### config.mk
export PLATFORM = sky130hd
export DESIGN_NAME = lfsr16
export DESIGN_NICKNAME = d
export VERILOG_FILES = /design/src/rtl/axis_testpattern_checker_pkg.sv /design/src/rtl/axis_testpattern_checker_lfsr16.sv
export SDC_FILE = /design/constraint.sdc
export NUM_CORES = 1
export LEC_CHECK = 0
export CORE_AREA = 5 5 42 44
export CTS_CLUSTER_DIAMETER = 120
export DETAILED_ROUTE_END_ITERATION = 6
export DIE_AREA = 0 0 47 49
export DONT_BUFFER_PORTS = 1
export HOLD_SLACK_MARGIN = 0.02
export SYNTH_ARGS = -nofsm -noshare
export SYNTH_HDL_FRONTEND = slang
export SYNTH_SLANG_ARGS = --single-unit
### constraint.sdc
create_clock -name clk -period 2.86 [get_ports clk]
set_clock_uncertainty 0.15 [all_clocks]
set_input_delay 0.572 -clock clk [delete_from_list [all_inputs] [get_ports clk]]
set_output_delay 0.572 -clock clk [all_outputs]
set_load 0.005 [all_outputs]
### src/rtl/axis_testpattern_checker_pkg.sv
// Shared definitions for the AXIS counter test pattern: sequence arithmetic,
// the backpressure LFSR polynomial and the checker state encoding.
package axis_tp_pkg;

  typedef enum logic [0:0] {
    SEARCH = 1'b0,
    LOCKED = 1'b1
  } tp_state_e;

  // Galois taps for x^16 + x^14 + x^13 + x^11 + 1, right-shifting form
  localparam logic [15:0] LFSR_POLY = 16'hB400;

  // The extra carry bit keeps x + incr from wrapping before the END comparison.
  function automatic logic [63:0] tp_next(input logic [63:0] x,
                                          input logic [63:0] start,
                                          input logic [63:0] stop,
                                          input logic [63:0] incr);
    logic [64:0] sum;
    sum = {1'b0, x} + {1'b0, incr};
    if (sum > {1'b0, stop}) begin
      return start;
    end else begin
      return sum[63:0];
    end
  endfunction

  function automatic logic tp_in_range(input logic [63:0] x,
                                       input logic [63:0] start,
                                       input logic [63:0] stop,
                                       input logic [63:0] incr);
    return (x >= start) && (x <= stop) && (((x - start) % incr) == 64'd0);
  endfunction

  function automatic logic [31:0] sat_inc32(input logic [31:0] c);
    if (c == 32'hFFFF_FFFF) begin
      return c;
    end else begin
      return c + 32'd1;
    end
  endfunction

endpackage

### src/rtl/axis_testpattern_checker_lfsr16.sv
// Free-running 16-bit Galois LFSR used to throttle tready.
module lfsr16
  import axis_tp_pkg::*;
#(
  parameter logic [15:0] SEED = 16'hACE1
) (
  input  logic        clk,
  input  logic        rst_n,
  output logic [15:0] state
);

  logic [15:0] state_r;

  // advance one step every clock
  always_ff @(posedge clk or negedge rst_n) begin
    if (!rst_n) begin
      state_r <= SEED;
    end else if (state_r[0]) begin
      state_r <= (state_r >> 1) ^ LFSR_POLY;
    end else begin
      state_r <= state_r >> 1;
    end
  end

  assign state = state_r;

endmodule

==> run summary <==
* run status: complete, no violations
* met3 capacity usage during global routing: 4.80%
* net count of the mapped netlist: 21
* number of filler instances in the final layout: 145
* master cell of the clock root buffer: sky130_fd_sc_hd__clkbuf_4
* drt total wl: 683 um
* # H-tree levels: 1
* antenna violations before repair: 0
* remaining design rule violation count: 0
* max-capacitance violation count: 0
* hold path endpoint: state[6]
* overall overflow remaining after global route: 0
* Sum Neg Setup Slack: 0 ps
* most area-consuming cells after synthesis: sky130_fd_sc_hd__dfstp_2 48%, sky130_fd_sc_hd__dfrtp_1 46%, sky130_fd_sc_hd__xor2_1 6.0%
* proportion of synthesized flip-flops having asynchronous set or reset: 100%
* Critical Setup Path Class: flop to primary output
* met2 usage: 8.60%
* Power Density: 688 mW/mm^2
* area of the die: 0.00230 mm^2
* most crowded layer after global routing: met2
* crit-path max FO: 5
* post-CTS setup repair buffer count: 0
* VDD IR-drop max: 0.252 mV
* number of hold-slack violations in the final timing report: 0
* Yosys warning count: 0
* cell type with the highest aggregate area in the netlist: sky130_fd_sc_hd__dfstp_2
* post-CTS resize count: 0
* share of post-route cells with drive strength above 1: 47.8%
* wire length of the first global-routing pass: 1.07 mm
* Slew Limit Headroom: 56.5%
* routed via count: 171
* area of all placed cells without fillers: 489 um^2
* count of state elements after synthesis: 16
* Die Width: 47 um
* starting DRC count in detailed routing: 1
* Max Clock Freq: 621 MHz
* required arrival time at the worst endpoint: 2140 ps
* clock slew at the register clock pins of the worst setup and hold paths: 80 ps
* global placement routability congestion: 0.688
* # IOs: 18
* synthesized instance count: 19
* kind of capture point of the worst setup path: primary output
* minimum setup slack among reg-to-reg paths: 1840 ps
* worst r2r dst: state[13]
* clock latency at the later pin of the worst-skew pair: 260 ps
* number of buffers inserted during clock tree synthesis: 3
* critical path startpoint category: flop
* fraction of synthesized cell area taken by the top area cell type: 48.1%
* Post-synth top cells: 8 x sky130_fd_sc_hd__dfrtp_1, 8 x sky130_fd_sc_hd__dfstp_2, 3 x sky130_fd_sc_hd__xor2_1
* Post-synth top flop: sky130_fd_sc_hd__dfstp_2
* Final #Nets: 27
* post-synthesis instance area: 437 um^2
* drt via density: 4.38
* EDFF count, synth: 0
* vias in the first global route: 210
* area growth from synthesis to layout: 12.0%
* pin count of the biggest net entering global routing: 17
* worst hold-check path type: flop to flop
* hold slack final: 229 ps
* power after layout: 0.337 mW
* clock tree sinks: 16
* fraction of the yosys area taken by sequential cells: 94.0%
* final period utilization: 56.3%
* vertical extent of the die: 49 um
* Critical Path AT: 890 ps
* leakage dissipation: 0.241 nW
* initial core utilization: 31.2%
* Avg Inst Size Synth: 23.0 um^2
* Global Route Usage Sum: 6.86%
* Tmin final: 1610 ps
* slew of the pin with the lowest slew margin: 650 ps
* CTS tree: built
* number of inserted diodes: 0
* placed cell areas: 457 um^2
* core region area: 0.00140 mm^2
* Port Buffer Count: 0
* Final Max Tran Viols: 0
* average routed wire per standard cell: 17.5 um
* max reg flops: 16
* first-pass iteration count of the detailed router: 2
* Clock Path Buffers: 2
* final setup vio count: 0
* worst r2r path cells: 1
* number of cells traversed by the worst hold path: 0
* worst hold path startpoint: state[7]
* setup repair after global routing missed its margin: no
* launching point of the worst reg2reg path: state[0]
* global-route track usage on met1: 8.29%
* number of cell rows: 14
* Post-DRT Antenna Nets: 0
* post-synthesis cell type count: 3
[repair_timing]
item	in CTS	in global routing
endpoints found under the setup margin	0	0
hold buffers	1	0
endpoints found under the hold margin	16	0
[area by class of cell]
type | instances | area [um^2] | area share (%)
Clock buffer | 3 | 22.5 | 4.60
Tap cell | 16 | 20.0 | 4.09
Multi-Input combinational cell | 3 | 26.3 | 5.37
Sequential cell | 16 | 410 | 83.9
Timing Repair Buffer | 1 | 10.0 | 2.05
[worst max-delay path by stage]
| stage | startpoint | to | slack (ps) | cells past startpoint |
|---|---|---|---|---|
| finish | state[0] | state[0] | 1250 | 0 |
| global route | state[0] | state[0] | 1210 | 0 |
| CTS | state[0] | state[0] | 1230 | 0 |
| detailed placement | state[0] | state[0] | 1540 | 0 |
| global placement | state[0] | state[0] | 1560 | 0 |
| floorplan | state[0] | state[0] | 1580 | 0 |
[per-layer routing]
layer / share of wire (%) / wire length [um]
met2: 43 / 293
met3: 19 / 132
met5: 0 / 0
met4: 0.59 / 4
met1: 37 / 252
[power by group]
part	switching [mW]	internal (mW)	total [mW]
Sequential	0	0.227	0.227
Clock	0.0567	0.0486	0.105
Combinational	0.00380	0.000926	0.00473
[stage by stage]
step                setup WS [ps]  utilization, %  cells
global placement             1560            32.6     35
CTS                          1230            34.9     39
finish                       1250            34.9     39
floorplan                    1580               -     19
detailed placement           1540            32.6     35
global route                 1210            34.9     39
[layout by cell type, fill, tap and decap left out]
cell,instances
sky130_fd_sc_hd__dfstp_2,8
sky130_fd_sc_hd__dfrtp_1,8
sky130_fd_sc_hd__xor2_1,3
sky130_fd_sc_hd__clkbuf_4,3
sky130_fd_sc_hd__dlygate4sd3_1,1
[cell families (layout without fill, tap and decap cells)]
logic type,Yosys count,count (layout),synth area share [%]
xor+xnor,3,3,6.02
flops,16,16,94.0
buf+inv,0,4,0
(Power assumes the default switching activity.)
